==> src/rtl/vga_pkg.sv <==
// -----------------------------------------------------------------------------
// vga_pkg
//
// Purpose:
//   Shared constants for the VGA raster timing generator. Holds the standard
//   640x480@60 timing (visible area, porches, sync widths and the derived
//   totals), the default coordinate width, and a small helper that converts a
//   sync window flag into the driven pin level.
//
// Contents:
//   VGA_H_* / VGA_V_*   horizontal / vertical timing in pixels / lines
//   VGA_H_TOTAL         pixels per line including blanking (800)
//   VGA_V_TOTAL         lines per frame including blanking (525)
//   VGA_CW              default counter / coordinate width (10 bits)
//   syncLevel()         window flag -> output level for a given polarity
// -----------------------------------------------------------------------------
package vga_pkg;

  // Horizontal timing, in pixels.
  localparam int VGA_H_ACTIVE = 640;
  localparam int VGA_H_FP     = 16;
  localparam int VGA_H_SYNC   = 96;
  localparam int VGA_H_BP     = 48;

  // Vertical timing, in lines.
  localparam int VGA_V_ACTIVE = 480;
  localparam int VGA_V_FP     = 10;
  localparam int VGA_V_SYNC   = 2;
  localparam int VGA_V_BP     = 33;

  // Derived totals for the standard mode.
  localparam int VGA_H_TOTAL = VGA_H_ACTIVE + VGA_H_FP + VGA_H_SYNC + VGA_H_BP;
  localparam int VGA_V_TOTAL = VGA_V_ACTIVE + VGA_V_FP + VGA_V_SYNC + VGA_V_BP;

  // 10 bits covers both 800 and 525.
  localparam int VGA_CW = 10;

  // With negative polarity the pin idles high and pulses low, so the level is
  // simply the window flag inverted when negPol is set.
  function automatic logic syncLevel(input logic inWindow, input logic negPol);
    return inWindow ^ negPol;
  endfunction

endpackage

==> src/rtl/mod_counter.sv <==
// -----------------------------------------------------------------------------
// mod_counter
//
// Purpose:
//   Modulo-N up counter with an advance qualifier. Counts 0..N-1 and returns
//   to 0 by explicit compare, so it never depends on 2^W overflow. Used twice
//   by vga_timing_gen: once per pixel and once per line.
//
// Parameters:
//   N      modulus (number of distinct counter values), N <= 2^W
//   W      counter width in bits
//
// Ports:
//   clk    in   clock
//   rst_n  in   asynchronous active-low reset, clears the count to 0
//   inc    in   advance the count on this clock edge
//   wrap   out  high while the count sits at its last value (N-1)
//   cnt    out  current count, 0..N-1
// -----------------------------------------------------------------------------
module mod_counter #(
  parameter int N = 800,
  parameter int W = 10
) (
  input  logic         clk,
  input  logic         rst_n,
  input  logic         inc,
  output logic         wrap,
  output logic [W-1:0] cnt
);

  localparam logic [W-1:0] LAST = W'(N - 1);

  logic [W-1:0] r_cnt;
  logic         w_atLast;

  assign w_atLast = (r_cnt == LAST);

  // The count moves only when inc is set; at the last value it returns to 0
  // in the same edge, so no out-of-range value is ever visible.
  always_ff @(posedge clk or negedge rst_n) begin
    if (!rst_n) begin
      r_cnt <= '0;
    end else if (inc) begin
      if (w_atLast) begin
        r_cnt <= '0;
      end else begin
        r_cnt <= r_cnt + W'(1);
      end
    end
  end

  // wrap is a level decode of the count, not gated by inc; the caller decides
  // whether the wrap actually takes effect this cycle.
  assign wrap = w_atLast;
  assign cnt  = r_cnt;

endmodule

==> src/rtl/vga_timing_gen.sv <==
// -----------------------------------------------------------------------------
// vga_timing_gen
//
// Purpose:
//   Free-running VGA raster timing generator. Two modulo counters track the
//   raster position (h = pixel within line, v = line within frame); every
//   output is a pure decode of those two registers, so nothing combinational
//   reaches an output from ena. The raster advances one pixel per clock in
//   which ena is high, which lets the block run from a true pixel clock or a
//   faster clock with a divided enable.
//
// Parameters:
//   H_ACTIVE/H_FP/H_SYNC/H_BP  horizontal timing in pixels
//   V_ACTIVE/V_FP/V_SYNC/V_BP  vertical timing in lines
//   SYNC_NEG                   1 = sync pulses active-low, 0 = active-high
//   CW                         counter width, 2^CW >= H_TOTAL and V_TOTAL
//
// Ports:
//   clk          in   clock (single domain)
//   rst_n        in   asynchronous active-low reset
//   ena          in   pixel-advance enable
//   hsync        out  horizontal sync, polarity per SYNC_NEG
//   vsync        out  vertical sync, polarity per SYNC_NEG
//   active       out  high inside the visible area
//   x            out  horizontal position, 0..H_TOTAL-1
//   y            out  vertical position, 0..V_TOTAL-1
//   line_start   out  level, high while x = 0
//   frame_start  out  level, high while x = 0 and y = 0
// -----------------------------------------------------------------------------
module vga_timing_gen
  import vga_pkg::*;
#(
  parameter int H_ACTIVE = VGA_H_ACTIVE,
  parameter int H_FP     = VGA_H_FP,
  parameter int H_SYNC   = VGA_H_SYNC,
  parameter int H_BP     = VGA_H_BP,
  parameter int V_ACTIVE = VGA_V_ACTIVE,
  parameter int V_FP     = VGA_V_FP,
  parameter int V_SYNC   = VGA_V_SYNC,
  parameter int V_BP     = VGA_V_BP,
  parameter bit SYNC_NEG = 1'b1,
  parameter int CW       = VGA_CW
) (
  input  logic          clk,
  input  logic          rst_n,
  input  logic          ena,
  output logic          hsync,
  output logic          vsync,
  output logic          active,
  output logic [CW-1:0] x,
  output logic [CW-1:0] y,
  output logic          line_start,
  output logic          frame_start
);

  localparam int H_TOTAL = H_ACTIVE + H_FP + H_SYNC + H_BP;
  localparam int V_TOTAL = V_ACTIVE + V_FP + V_SYNC + V_BP;

  // Sync windows are stored as inclusive first/last positions so that a
  // window ending on the final counter value cannot truncate to zero.
  localparam logic [CW-1:0] H_VIS_LAST   = CW'(H_ACTIVE - 1);
  localparam logic [CW-1:0] V_VIS_LAST   = CW'(V_ACTIVE - 1);
  localparam logic [CW-1:0] H_SYNC_FIRST = CW'(H_ACTIVE + H_FP);
  localparam logic [CW-1:0] H_SYNC_LAST  = CW'(H_ACTIVE + H_FP + H_SYNC - 1);
  localparam logic [CW-1:0] V_SYNC_FIRST = CW'(V_ACTIVE + V_FP);
  localparam logic [CW-1:0] V_SYNC_LAST  = CW'(V_ACTIVE + V_FP + V_SYNC - 1);

  logic [CW-1:0] w_h;
  logic [CW-1:0] w_v;
  logic          w_hWrap;
  logic          w_vInc;
  logic          w_unusedVWrap;
  logic          w_hVisible;
  logic          w_vVisible;
  logic          w_hInSync;
  logic          w_vInSync;
  logic          w_hZero;
  logic          w_vZero;

  // Pixel counter: advances on every enabled clock.
  mod_counter #(
    .N (H_TOTAL),
    .W (CW)
  ) u_hCounter (
    .clk   (clk),
    .rst_n (rst_n),
    .inc   (ena),
    .wrap  (w_hWrap),
    .cnt   (w_h)
  );

  // Line counter: advances only on the enabled edge that wraps the pixel
  // counter, so (H_TOTAL-1, V_TOTAL-1) goes straight to (0, 0) in one edge.
  assign w_vInc = ena & w_hWrap;

  // The end of frame is already visible as frame_start on the following
  // cycle, so the line counter's own wrap flag has no consumer here.
  mod_counter #(
    .N (V_TOTAL),
    .W (CW)
  ) u_vCounter (
    .clk   (clk),
    .rst_n (rst_n),
    .inc   (w_vInc),
    .wrap  (w_unusedVWrap),
    .cnt   (w_v)
  );

  // Visible area and sync windows, decoded from the registered counters only.
  assign w_hVisible = (w_h <= H_VIS_LAST);
  assign w_vVisible = (w_v <= V_VIS_LAST);
  assign w_hInSync  = (w_h >= H_SYNC_FIRST) && (w_h <= H_SYNC_LAST);
  assign w_vInSync  = (w_v >= V_SYNC_FIRST) && (w_v <= V_SYNC_LAST);
  assign w_hZero    = (w_h == '0);
  assign w_vZero    = (w_v == '0);

  assign hsync       = syncLevel(w_hInSync, SYNC_NEG);
  assign vsync       = syncLevel(w_vInSync, SYNC_NEG);
  assign active      = w_hVisible & w_vVisible;
  assign x           = w_h;
  assign y           = w_v;

  // Levels rather than strobes: they stay high for as long as ena holds the
  // raster at the origin, so consumers qualify them with ena.
  assign line_start  = w_hZero;
  assign frame_start = w_hZero & w_vZero;

endmodule

==> config.mk <==
export PLATFORM = sky130hd
export DESIGN_NAME = vga_timing_gen
export DESIGN_NICKNAME = d
export VERILOG_FILES = /design/src/rtl/vga_pkg.sv /design/src/rtl/mod_counter.sv /design/src/rtl/vga_timing_gen.sv
export SDC_FILE = /design/constraint.sdc
export NUM_CORES = 1
export LEC_CHECK = 0
export BUFFER_PORTS_ARGS = -buffer_cell sky130_fd_sc_hd__buf_2
export CAP_MARGIN = 20
export CORE_UTILIZATION = 42
export CTS_BUF_LIST = sky130_fd_sc_hd__clkbuf_4 sky130_fd_sc_hd__clkbuf_8
export DETAILED_ROUTE_END_ITERATION = 7
export PLACE_DENSITY = 0.67
export SETUP_SLACK_MARGIN = 0.1
export SYNTH_ARGS = -nofsm -noshare
export SYNTH_HDL_FRONTEND = slang
export SYNTH_SLANG_ARGS = --single-unit
==> constraint.sdc <==
create_clock -name clk -period 1.55 [get_ports clk]
set_clock_uncertainty 0.2 [all_clocks]
set_input_delay 0.31 -clock clk [delete_from_list [all_inputs] [get_ports clk]]
set_output_delay 0.31 -clock clk [all_outputs]
set_load 0.02 [all_outputs]
==> run summary, run 1 <==
======================================================================================
Outcome ................................................................. finished with violations
Violated checks ......................................................... setup timing
Pwr Density .............................................................  778 nW/um^2
Average wire per cell in the routed design ..............................      18.6 um
Port Buffer Count .......................................................           27
Leakage power total .....................................................     0.988 nW
Crit-path max FO ........................................................            2
Pin slew with the least headroom to its limit ...........................     0.463 ns
Register-to-register path setup slack ...................................     -0.40 ns
Min-Delay Path Depth ....................................................            3
Clk Tree Root Cell ...................................................... sky130_fd_sc_hd__clkbuf_4
CP dominant cell by count ............................................... sky130_fd_sc_hd__and4_4
Number of enable-type register cells in the synthesized netlist .........            0
Final period demand of the worst path ...................................      2.21 ns
Count of routing violations after the opening detailed-route iteration ..           39
Worst Setup End Kind .................................................... primary output
Number of synthesized register bits .....................................           20
Critical path arrival ...................................................      1.70 ns
DR pass1 iterations .....................................................            4
Synth async-reset ratio .................................................         100%
Global-route wire length before repair ..................................      6.35 mm
Mean instance size in the synthesized netlist ...........................    10.2 um^2
Post-synthesis net count ................................................          129
Total number of nets in the final design ................................          213
IO Count ................................................................           28
Floorplan die height ....................................................      56.1 um
Cell variety after synth ................................................           40
Depth of the worst register-to-register path ............................            9
Pin count of the biggest net entering global routing ....................           21
Clock buffers created by TritonCTS ......................................            3
Min-delay worst type ....................................................    in -> reg
Delay of the slowest cell on the worst path .............................      0.45 ns
Unrepaired setup endpoints after global routing .........................          yes
Clock transition at the registers of the reported paths .................      0.12 ns
Internal power ..........................................................      1.14 mW
Req. time, crit path ....................................................      1.04 ns
Final Non-Filler Cells ..................................................          234
Area of the die .........................................................    3150 um^2
Capture endpoint of the worst hold path ................................. u_hCounter.cnt[4]
Clock Sink Count ........................................................           20
Crit path launch type ...................................................    flip-flop
Max-cap viol count ......................................................            0
Sequential element share of the synthesized area ........................        40.7%
Core utilization of the finished layout .................................        83.4%
Initial antenna violation count .........................................            0
Critical register-to-register path startpoint ........................... u_hCounter.cnt[8]
Die outline width .......................................................      56.1 um
Number of design rule violations left after detail routing ..............            0
Clk Latency, worst-skew pair ............................................      0.32 ns
Series of cell instances along the critical path ........................ nor4_4 -> and4_4 -> and4_4 -> buf_6
Signed area change from the synthesized netlist to the final layout .....        87.0%
Post-detailed-route count of antenna-violating nets .....................            0
Gate Count Post-Synth ...................................................          121
Sw frac .................................................................        36.1%
Gate family responsible for the most delay along the worst path ......... simple AND/OR/NAND/NOR gates
Relative slew slack .....................................................        69.1%
Maximum vdd drop ........................................................    0.00133 V
Clock tree from TritonCTS ...............................................        built
Share of cells above drive strength 1 ...................................        71.4%
Flop pwr share ..........................................................        37.9%
Switching power .........................................................     0.647 mW
Design Power ............................................................      1.79 mW
Area of the core ........................................................    2760 um^2
Post-synth design cell area .............................................    1230 um^2
Final hold violation count ..............................................            0
Count of buffering cells on the critical path with inverters included ...            1
Endpoint of the most critical register-to-register path ................. u_vCounter.cnt[3]
Synth warnings ..........................................................            0
Share of total power in combinational logic .............................        47.4%
Share of power burned in the clock network ..............................        14.7%
HPWL after detailed placement ...........................................      2.45 mm
Total congestion overflow after global routing ..........................            0
Global-route usage over all layers ......................................        26.2%
Critical path start-end classification ..................................   reg -> out
Final setup fails .......................................................           29
Weighted congestion reported at the end of routability-driven placement .        0.862
Startpoint of the tightest hold check path ..............................          ena
Dpl cells ...............................................................          210
Most common flop cell mapped by yosys ................................... sky130_fd_sc_hd__dfrtp_1
Number of H-tree levels .................................................            1
Fin Setup TNS ...........................................................     -7.79 ns
Final setup slack of the worst path .....................................    -0.659 ns
FMAX ....................................................................      453 MHz
Count of standard-cell rows .............................................           19
Slew Limit Fails ........................................................            0
Number of global-route vias before repair ...............................        1,334
Ratio of final minimum period to clock period ...........................         143%
Diodes inserted .........................................................            0
Slowest stage cell, crit path ........................................... sky130_fd_sc_hd__dfrtp_2
DR vias .................................................................        1,339
Clock tree buffer depth .................................................            2
Total wire length after detailed routing ................................      4.36 mm
Via-to-Cell Ratio .......................................................         5.72
Initial core utilization ................................................        44.6%
======================================================================================
[what timing repair did]
item	CTS	global route
hold buffers	1	0
hold endpoints to repair	20	0
setup endpoints to repair	41	43
pin swaps	16	8
cloned	1	0
setup buffers	10	16
gates resized for setup	77	34
[state kept, by name, summed over array words and instances, names as in the netlist]
register / cells
u_hCounter.cnt: 10
u_vCounter.cnt: 10
[placed cells by master (no fill, tap or decap), drive strengths merged, types with 3 or more instances in the layout]
cell type  instances
a31oi              3
and2b              3
and3               5
buf               82
clkbuf             3
dfrtp             20
ha                 5
inv                6
nand2              9
nand3              9
nand4              7
nor2               6
nor3               3
nor4               6
o21ai              8
xnor2              7
[power groups by stage]
stage | Sequential [mW] | Clock [mW] | Combinational [mW]
after floorplan | 0.756 | 0 | 0.245
after global placement | 0.664 | 0 | 0.595
after detailed placement | 0.665 | 0 | 0.602
after CTS | 0.665 | 0.263 | 0.786
after global routing | 0.685 | 0.293 | 0.904
final | 0.678 | 0.264 | 0.848
[metrics by stage]
| stage | hold slack (ns) | instance area [um^2] | worst slack, ns |
|---|---|---|---|
| finish | 0.110 | 2300 | -0.659 |
| global route | 0.0994 | 2300 | -0.680 |
| CTS | 0.120 | 2110 | -0.538 |
| detailed placement | 0.0903 | 1750 | -0.209 |
| global placement | 0.0953 | 1750 | -0.198 |
| floorplan | -0.186 | 1350 | -0.246 |
[cell usage after synthesis (3+ instances only)]
cell type | count | area (um^2)
sky130_fd_sc_hd__nor2_1 | 6 | 22.5
sky130_fd_sc_hd__xnor2_1 | 7 | 61.3
sky130_fd_sc_hd__ha_1 | 5 | 62.6
sky130_fd_sc_hd__dfrtp_1 | 20 | 500
sky130_fd_sc_hd__nor4_1 | 3 | 18.8
sky130_fd_sc_hd__and2b_1 | 3 | 22.5
sky130_fd_sc_hd__nand3_1 | 7 | 35.0
sky130_fd_sc_hd__nand2_1 | 8 | 30.0
sky130_fd_sc_hd__inv_1 | 6 | 22.5
sky130_fd_sc_hd__a31oi_1 | 3 | 18.8
sky130_fd_sc_hd__o21ai_0 | 7 | 35.0
sky130_fd_sc_hd__nand4_1 | 7 | 43.8
sky130_fd_sc_hd__and3_1 | 4 | 25.0
[final cells by class]
class / count / area [um^2]
clock buffer: 3 / 22.5
fill: 144 / 458
inverter: 6 / 22.5
multi-input combinational: 91 / 880
sequential: 20 / 523
tap: 31 / 38.8
timing repair buffer: 83 / 813
[worst reg2reg max path, delay by kind of cell (launching register included)]
family,cells,cell delay (ns)
buffers and inverters,5,0.63
and+or+nand+nor,3,0.51
DFF,1,0.41
AOI/OAI and AO/OA,1,0.12
[layer usage]
layer	share of wire [%]	GRT usage (%)	up-vias
li1	-	-	608
met1	39	32.3	653
met2	52	46.8	64
met3	5.5	5.12	14
met4	3.4	6.97	0
met5	0	0	-
[kinds of logic (layout without fill, tap and decap cells)]
group	after synthesis	after routing	share of synthesized area [%]
adders and majority gates	5	5	5.09
buffers and inverters	10	92	4.48
DFF	20	20	40.7
xor gates and xnor gates	9	9	6.41
AOI/OAI and AO/OA	21	21	11.3
and+or+nand+nor	56	56	32.0
[worst max path at each step]
stage	depth (start not counted)	start	endpoint	slack (ns)
5_1_grt	4	u_hCounter.cnt[8]	frame_start	-0.68
2_1_floorplan	3	u_hCounter.cnt[8]	frame_start	-0.25
3_3_place_gp	4	u_hCounter.cnt[8]	frame_start	-0.20
6_report	4	u_hCounter.cnt[8]	frame_start	-0.66
3_5_place_dp	6	u_hCounter.cnt[7]	u_vCounter.cnt[5]	-0.21
4_1_cts	4	u_hCounter.cnt[8]	frame_start	-0.54
Note: power is estimated with default switching activity, not from simulation.
==> run 2: changes to the inputs <==
--- a/config.mk
+++ b/config.mk
@@ -7,10 +7,11 @@
 export LEC_CHECK = 0
 export BUFFER_PORTS_ARGS = -buffer_cell sky130_fd_sc_hd__buf_2
 export CAP_MARGIN = 20
-export CORE_UTILIZATION = 42
+export CORE_UTILIZATION = 50
 export CTS_BUF_LIST = sky130_fd_sc_hd__clkbuf_4 sky130_fd_sc_hd__clkbuf_8
 export DETAILED_ROUTE_END_ITERATION = 7
-export PLACE_DENSITY = 0.67
+export MAX_ROUTING_LAYER = met4
+export PLACE_DENSITY = 0.78
 export SETUP_SLACK_MARGIN = 0.1
 export SYNTH_ARGS = -nofsm -noshare
 export SYNTH_HDL_FRONTEND = slang
==> run summary, run 2 <==
======================================================================================
Number of synthesized register bits .....................................           20   unchanged
Clock tree buffer depth .................................................            2   unchanged
Floorplan die height ....................................................      51.6 um   was 56.1 um
Gate Count Post-Synth ...................................................          121   unchanged
HPWL after detailed placement ...........................................      2.55 mm   was 2.45 mm
Post-synth top area share ...............................................        40.7%   unchanged
Weighted congestion reported at the end of routability-driven placement .        0.848   was 0.862
Initial core utilization ................................................        54.6%   was 44.6%
Most numerous cell in the Yosys netlist ................................. sky130_fd_sc_hd__dfrtp_1   unchanged
Dominant cell type by area after synthesis .............................. sky130_fd_sc_hd__dfrtp_1   unchanged
Stage reached ........................................................... global routing (5_1_grt)
Post-synth top cells .................................................... 20 x sky130_fd_sc_hd__dfrtp_1, 8 x sky130_fd_sc_hd__nand2_1   unchanged
Number of H-tree levels .................................................            1   unchanged
Dpl cell area ...........................................................    1760 um^2   was 1750 um^2
Count of standard-cell rows .............................................           17   was 19
Post-synth design cell area .............................................    1230 um^2   unchanged
Most common flop cell mapped by yosys ................................... sky130_fd_sc_hd__dfrtp_1   unchanged
Pin type at the end of the worst path ...................................  output port
IO Count ................................................................           28   unchanged
Post-synthesis net count ................................................          129   unchanged
Dominant cells by area after synthesis .................................. sky130_fd_sc_hd__dfrtp_1 41%, sky130_fd_sc_hd__ha_1 5.1%, sky130_fd_sc_hd__xnor2_1 5.0%   unchanged
Pin count of the biggest net entering global routing ....................           21
Clock Sink Count ........................................................           20   unchanged
Port Buffer Count .......................................................           27   unchanged
Synth async-reset ratio .................................................         100%   unchanged
Error msg ............................................................... [ERROR DPL-0038] Utilization greater than 100%, impossible to legalize
Clock buffers created by TritonCTS ......................................            3   unchanged
Synth warnings ..........................................................            0   unchanged
Mean instance size in the synthesized netlist ...........................    10.2 um^2   unchanged
Worst EP post-GRT repair ................................................  frame_start
Die outline width .......................................................      51.6 um   was 56.1 um
Cell variety after synth ................................................           40   unchanged
Sequential element share of the synthesized area ........................        40.7%   unchanged
Outcome ................................................................. aborted with a tool error   was finished with violations
Number of enable-type register cells in the synthesized netlist .........            0   unchanged
Clk Tree Root Cell ...................................................... sky130_fd_sc_hd__clkbuf_4   unchanged
======================================================================================
[run 2: logic make-up after synthesis]
logic type / share of synthesized area (%)
flip-flops: 40.7
adder cells (fa/ha/maj): 5.09
buffers and inverters: 4.48
XOR/XNOR: 6.41
AO/OA/AOI/OAI: 11.3
AND/OR/NAND/NOR: 32.0
[run 2: what timing repair did]
action / CTS
setup endpoints to repair: 40
resized for setup: 83
hold buffers: 1
cloned: 1
setup buffers: 13
endpoints found under the hold margin: 20
pin swaps: 13
[run 2: stage by stage]
stage	worst slack (ns)	hold WS (ns)	instances	TNS [ns]
after CTS	-0.565	0.195	227	-5.39
after detailed placement	-0.235	0.0895	209	-1.86
after global placement	-0.190	0.0839	209	-1.05
after floorplan	-0.246	-0.186	121	-1.17
==> run 3: changes to the inputs <==
--- a/config.mk
+++ b/config.mk
@@ -7,12 +7,10 @@
 export LEC_CHECK = 0
 export BUFFER_PORTS_ARGS = -buffer_cell sky130_fd_sc_hd__buf_2
 export CAP_MARGIN = 20
-export CORE_UTILIZATION = 50
-export CTS_BUF_LIST = sky130_fd_sc_hd__clkbuf_4 sky130_fd_sc_hd__clkbuf_8
+export CORE_AREA = 2 2 63 65
 export DETAILED_ROUTE_END_ITERATION = 7
-export MAX_ROUTING_LAYER = met4
-export PLACE_DENSITY = 0.78
-export SETUP_SLACK_MARGIN = 0.1
+export DIE_AREA = 0 0 65 67
+export PLACE_DENSITY_LB_ADDON = 0.15
 export SYNTH_ARGS = -nofsm -noshare
 export SYNTH_HDL_FRONTEND = slang
 export SYNTH_SLANG_ARGS = --single-unit
==> constraint.sdc (replaced) <==
create_clock -name clk -period 2 [get_ports clk]
set_clock_uncertainty 0.2 [all_clocks]
set_input_delay 0.4 -clock clk [delete_from_list [all_inputs] [get_ports clk]]
set_output_delay 0.4 -clock clk [all_outputs]
set_load 0.02 [all_outputs]
==> run summary, run 3 (synthesized netlist as in run 1, its figures left out) <==
======================================================================================
Fin Setup TNS ...........................................................    -0.112 ns
Number of H-tree levels .................................................            1   unchanged
Ratio of final minimum period to clock period ...........................         106%
Share of cells above drive strength 1 ...................................        41.5%
Register-to-register path setup slack ...................................      0.15 ns
Total non-filler cell area in the finished layout .......................    1630 um^2
Clock Sink Count ........................................................           20   unchanged
Final setup slack of the worst path .....................................    -0.112 ns
Critical path arrival ...................................................      1.51 ns
Count of standard-cell rows .............................................           22   was 17
Port Buffer Count .......................................................           27   unchanged
Crit-path max FO ........................................................            5
Crit path launch type ...................................................    flip-flop
Min-delay worst type ....................................................    in -> reg
Count of routing violations after the opening detailed-route iteration ..           61
Pwr Density .............................................................  740 nW/um^2
Req. time, crit path ....................................................      1.40 ns
FMAX ....................................................................      473 MHz
Via-to-Cell Ratio .......................................................         5.17
Die outline width .......................................................        65 um   was 51.6 um
DR pass1 iterations .....................................................            4
Clock transition at the registers of the reported paths .................      0.07 ns
IO Count ................................................................           28   unchanged
Core utilization of the finished layout .................................        45.2%
Final Non-Filler Cells ..................................................          212
Start point of the critical path ........................................ u_hCounter.cnt[0]
Maximum vdd drop ........................................................   0.000473 V
Post-detailed-route count of antenna-violating nets .....................            0
Dpl cells ...............................................................          204   was 209
Unrepaired setup endpoints after global routing .........................          yes
Relative slew slack .....................................................        69.1%
Final hold violation count ..............................................            0
Violated checks ......................................................... setup timing
Clk Tree Root Cell ...................................................... sky130_fd_sc_hd__clkbuf_8   was sky130_fd_sc_hd__clkbuf_4
Signed area change from the synthesized netlist to the final layout .....        32.7%
Max-cap viol count ......................................................            0
Clock tree buffer depth .................................................            2   unchanged
Number of design rule violations left after detail routing ..............            0
Final period demand of the worst path ...................................      2.11 ns
Pin slew with the least headroom to its limit ...........................     0.463 ns
Commonest non-fill, non-tap cell in the layout .......................... sky130_fd_sc_hd__buf_2
Clk Latency, worst-skew pair ............................................      0.25 ns
Initial antenna violation count .........................................            0
Clock buffers created by TritonCTS ......................................            3   unchanged
Outcome ................................................................. finished with violations   was aborted with a tool error
Pin count of the biggest net entering global routing ....................           21
Fin Hold WS .............................................................     0.250 ns
Final setup fails .......................................................            1
Leakage power total .....................................................     0.748 nW
Area of the core ........................................................    3610 um^2
Initial core utilization ................................................        34.1%   was 54.6%
Startpoint of the tightest hold check path ..............................          ena
Design Power ............................................................      1.21 mW
Total number of nets in the final design ................................          173
Worst Setup End Kind .................................................... primary output
Number of global-route vias before repair ...............................          960
DR vias .................................................................        1,095
Clock tree from TritonCTS ...............................................        built
Global-route wire length before repair ..................................      4.91 mm
Dpl cell area ...........................................................    1490 um^2   was 1760 um^2
Diodes inserted .........................................................            0
Total congestion overflow after global routing ..........................            0
Critical register-to-register path startpoint ........................... u_hCounter.cnt[0]
Commonest cells after routing, fill and taps aside ...................... 23 x sky130_fd_sc_hd__buf_2, 17 x sky130_fd_sc_hd__dfrtp_1, 16 x sky130_fd_sc_hd__buf_4, 8 x sky130_fd_sc_hd__nand2_1
Floorplan die height ....................................................        67 um   was 51.6 um
Weighted congestion reported at the end of routability-driven placement .        0.799   was 0.848
Slew Limit Fails ........................................................            0
Place WS ................................................................     0.114 ns   was -0.235 ns
Global-route usage over all layers ......................................        15.0%
HPWL after detailed placement ...........................................      2.22 mm   was 2.55 mm
Critical path start-end classification ..................................   reg -> out
Average wire per cell in the routed design ..............................      14.1 um
Area of the die .........................................................    4360 um^2
Total wire length after detailed routing ................................      2.98 mm
======================================================================================
==> run 3: final timing paths <==
kind	endpoint	depth (start not counted)
min reg2reg	u_vCounter.cnt[8]	1
max reg2reg	u_vCounter.cnt[3]	6
min	u_hCounter.cnt[2]	3
max in group asynchronous	u_hCounter.cnt[6]	2
min in group asynchronous	u_vCounter.cnt[6]	2
max	frame_start	5
==> run 3: layer usage <==
layer / track usage [%] / vias to the layer above / routed length [um]
met5: 0 / - / 0
met4: 5.59 / 0 / 27
met3: 3.38 / 2 / 173
met2: 23.3 / 25 / 1410
met1: 20.3 / 539 / 1370
li1: - / 529 / -
==> run 3: final cells by class <==
cell class | count | area [um^2]
fill | 373 | 1970
multi-input combinational | 91 | 711
sequential | 20 | 504
timing repair buffer | 43 | 279
tap | 48 | 60.1
clock buffer | 4 | 55.1
inverter | 6 | 22.5
==> run 3: what timing repair did <==
| item | 4_1_cts | 5_1_grt |
|---|---|---|
| hold buffers | 1 | 0 |
| endpoints found under the setup margin | 3 | 9 |
| setup buffers | 1 | 2 |
| endpoints found under the hold margin | 20 | 0 |
| pin swaps | 1 | 2 |
| gates resized for setup | 8 | 10 |
==> run 3: critical path, stage by stage, from the launching register on <==
cell and delay [ns]:
sky130_fd_sc_hd__dfrtp_1 0.43, sky130_fd_sc_hd__inv_1 0.09, sky130_fd_sc_hd__ha_1 0.18, sky130_fd_sc_hd__and4_4 0.24, sky130_fd_sc_hd__and4_4 0.20, sky130_fd_sc_hd__buf_6 0.11
==> run 3: where the power goes <==
part | switching [mW] | internal [mW]
clock network | 0.133 | 0.175
logic | 0.215 | 0.162
registers | 0.0722 | 0.450
==> run 4: changes to the inputs <==
--- a/config.mk
+++ b/config.mk
@@ -5,11 +5,11 @@
 export SDC_FILE = /design/constraint.sdc
 export NUM_CORES = 1
 export LEC_CHECK = 0
-export BUFFER_PORTS_ARGS = -buffer_cell sky130_fd_sc_hd__buf_2
 export CAP_MARGIN = 20
 export CORE_AREA = 2 2 63 65
 export DETAILED_ROUTE_END_ITERATION = 7
 export DIE_AREA = 0 0 65 67
+export DONT_BUFFER_PORTS = 1
 export PLACE_DENSITY_LB_ADDON = 0.15
 export SYNTH_ARGS = -nofsm -noshare
 export SYNTH_HDL_FRONTEND = slang
==> constraint.sdc (replaced) <==
create_clock -name clk -period 2 [get_ports clk]
set_clock_uncertainty 0.2 [all_clocks]
set_input_delay 0.5 -clock clk [delete_from_list [all_inputs] [get_ports clk]]
set_output_delay 0.5 -clock clk [all_outputs]
set_load 0.02 [all_outputs]
==> run summary, run 4 (synthesized netlist as in run 1, its figures left out) <==
======================================================================================
Outcome ................................................................. finished with violations   unchanged
Violated checks ......................................................... setup timing   unchanged
Crit-path max FO ........................................................            3   was 5
Number of H-tree levels .................................................            1   unchanged
HPWL after detailed placement ...........................................      2.30 mm   was 2.22 mm
FMAX ....................................................................      470 MHz   was 473 MHz
Clock buffers created by TritonCTS ......................................            3   unchanged
Worst Setup End Kind .................................................... primary output   unchanged
Critical register-to-register path startpoint ........................... u_hCounter.cnt[7]   was u_hCounter.cnt[0]
Design Power ............................................................      1.22 mW   was 1.21 mW
Pwr Density .............................................................  721 nW/um^2   was 740 nW/um^2
Initial core utilization ................................................        34.1%   unchanged
Final period demand of the worst path ...................................      2.13 ns   was 2.11 ns
Startpoint of the tightest hold check path ..............................          ena   unchanged
Total congestion overflow after global routing ..........................            0   unchanged
Die outline width .......................................................        65 um   unchanged
Ratio of final minimum period to clock period ...........................         106%   about the same
Internal power ..........................................................     0.788 mW   was 0.787 mW
Crit path launch type ...................................................    flip-flop   unchanged
Count of standard-cell rows .............................................           22   unchanged
Fin Hold WS .............................................................     0.124 ns   was 0.250 ns
Req. time, crit path ....................................................      1.30 ns   was 1.40 ns
Share of total power in combinational logic .............................        31.1%   was 31.2%
Floorplan die height ....................................................        67 um   unchanged
Slew Limit Fails ........................................................            0   unchanged
Relative slew slack .....................................................        34.2%   was 69.1%
Signed area change from the synthesized netlist to the final layout .....        37.0%   was 32.7%
IO Count ................................................................           28   unchanged
Start point of the critical path ........................................ u_hCounter.cnt[0]   unchanged
DR vias .................................................................        1,104   was 1,095
Leakage power total .....................................................     0.743 nW   was 0.748 nW
Critical path start-end classification ..................................   reg -> out   unchanged
Max-cap viol count ......................................................            0   unchanged
Final hold violation count ..............................................            0   unchanged
Number of global-route vias before repair ...............................        1,118   was 960
Unrepaired setup endpoints after global routing .........................          yes   unchanged
Via-to-Cell Ratio .......................................................         5.31   was 5.17
Diodes inserted .........................................................            0   unchanged
Flop pwr share ..........................................................        42.5%   was 43.2%
DR pass1 iterations .....................................................            4   unchanged
Area of the die .........................................................    4360 um^2   unchanged
Pin count of the biggest net entering global routing ....................           21   unchanged
Place WS ................................................................     0.104 ns   was 0.114 ns
Register-to-register path setup slack ...................................      0.09 ns   was 0.15 ns
Commonest cells after routing, fill and taps aside ...................... 33 x sky130_fd_sc_hd__buf_4, 16 x sky130_fd_sc_hd__dfrtp_1, 8 x sky130_fd_sc_hd__nand2_1   was 23 x sky130_fd_sc_hd__buf_2, 17 x sky130_fd_sc_hd__dfrtp_1, 16 x sky130_fd_sc_hd__buf_4, 8 x sky130_fd_sc_hd__nand2_1
Final setup fails .......................................................            4   was 1
Fillers .................................................................          360   was 373
Share of cells above drive strength 1 ...................................        41.3%   was 41.5%
Weighted congestion reported at the end of routability-driven placement .        0.746   was 0.799
Switching power .........................................................     0.428 mW   was 0.420 mW
Initial antenna violation count .........................................            0   unchanged
Average wire per cell in the routed design ..............................      15.4 um   was 14.1 um
Maximum vdd drop ........................................................   0.000375 V   was 0.000473 V
Number of design rule violations left after detail routing ..............            0   unchanged
Post-detailed-route count of antenna-violating nets .....................            0   unchanged
Area of the core ........................................................    3610 um^2   unchanged
Total number of nets in the final design ................................          169   was 173
Global-route usage over all layers ......................................        16.4%   was 15.0%
Count of routing violations after the opening detailed-route iteration ..           56   was 61
Crit path to ............................................................  frame_start   unchanged
Global-route wire length before repair ..................................      5.41 mm   was 4.91 mm
Min-delay worst type ....................................................    in -> reg   unchanged
Critical path arrival ...................................................      1.43 ns   was 1.51 ns
Clock tree buffer depth .................................................            2   unchanged
Total wire length after detailed routing ................................      3.19 mm   was 2.98 mm
Endpoint of the most critical register-to-register path ................. u_vCounter.cnt[9]   was u_vCounter.cnt[3]
Clock transition at the registers of the reported paths .................      0.08 ns   was 0.07 ns
Share of power burned in the clock network ..............................        26.4%   was 25.6%
Pin slew with the least headroom to its limit ...........................     0.984 ns   was 0.463 ns
Clock tree from TritonCTS ...............................................        built   unchanged
Clock Sink Count ........................................................           20   unchanged
Port Buffer Count .......................................................            0   was 27
Depth of the worst register-to-register path ............................            7   was 6
Sw frac .................................................................        35.2%   was 34.8%
Clk Tree Root Cell ...................................................... sky130_fd_sc_hd__clkbuf_8   unchanged
Clk Latency, worst-skew pair ............................................      0.26 ns   was 0.25 ns
Final setup slack of the worst path .....................................    -0.129 ns   was -0.112 ns
Core utilization of the finished layout .................................        46.7%   was 45.2%
Commonest non-fill, non-tap cell in the layout .......................... sky130_fd_sc_hd__buf_4   was sky130_fd_sc_hd__buf_2
======================================================================================
[run 4: worst min-delay path by stage]
stage | slack, ns | depth (start not counted) | end
2_1_floorplan | 0.004 | 0 | u_hCounter.cnt[0]
3_3_place_gp | 0.005 | 0 | u_vCounter.cnt[8]
3_5_place_dp | 0.005 | 0 | u_vCounter.cnt[5]
4_1_cts | 0.12 | 1 | u_hCounter.cnt[1]
5_1_grt | 0.12 | 1 | u_hCounter.cnt[1]
6_report | 0.12 | 1 | u_hCounter.cnt[1]
[run 4: routing by layer]
metal	global-route usage, %	share of wire, %
met5	0	0
met3	2.87	5.0
met2	26.9	48
met4	7.98	2.2
met1	20.9	45
[run 4: final cells by class]
cell class	count	area, um^2	area share [%]
multi-input cells	91	728	43.2
flip-flops and latches	20	505	30.0
repair buffers	39	314	18.6
well taps	48	60.1	3.56
clock buffers	4	55.1	3.27
inverters	6	22.5	1.34
[run 4: what timing repair did]
action / in CTS / in global routing
setup endpoints to repair: 4 / 8
resized for setup: 5 / 11
endpoints found under the hold margin: 20 / 0
buffers inserted: 4 / 6
pin swaps: 2 / 5
hold buffers: 1 / 0
[run 4: power by group through the flow]
stage	clock, mW	combinational, mW	sequential [mW]
4_1_cts	0.329	0.376	0.514
3_5_place_dp	0	0.353	0.521
2_1_floorplan	0	0.178	0.570
6_report	0.321	0.378	0.517
3_3_place_gp	0	0.348	0.520
5_1_grt	0.350	0.415	0.526
[run 4: critical path, stage by stage, from the launching register on]
cell and delay (ns):
sky130_fd_sc_hd__dfrtp_1 0.40, sky130_fd_sc_hd__inv_1 0.09, sky130_fd_sc_hd__ha_1 0.19, sky130_fd_sc_hd__and4_4 0.23, sky130_fd_sc_hd__and4_4 0.25
[run 4: stage by stage]
stage / cell area, um^2 / cells / setup TNS (ns)
finish: 1690 / 208 / -0.309
global route: 1690 / 208 / -0.598
CTS: 1610 / 202 / -0.435
detailed placement: 1490 / 193 / 0
global placement: 1490 / 193 / 0
floorplan: 1250 / 121 / -0.0409
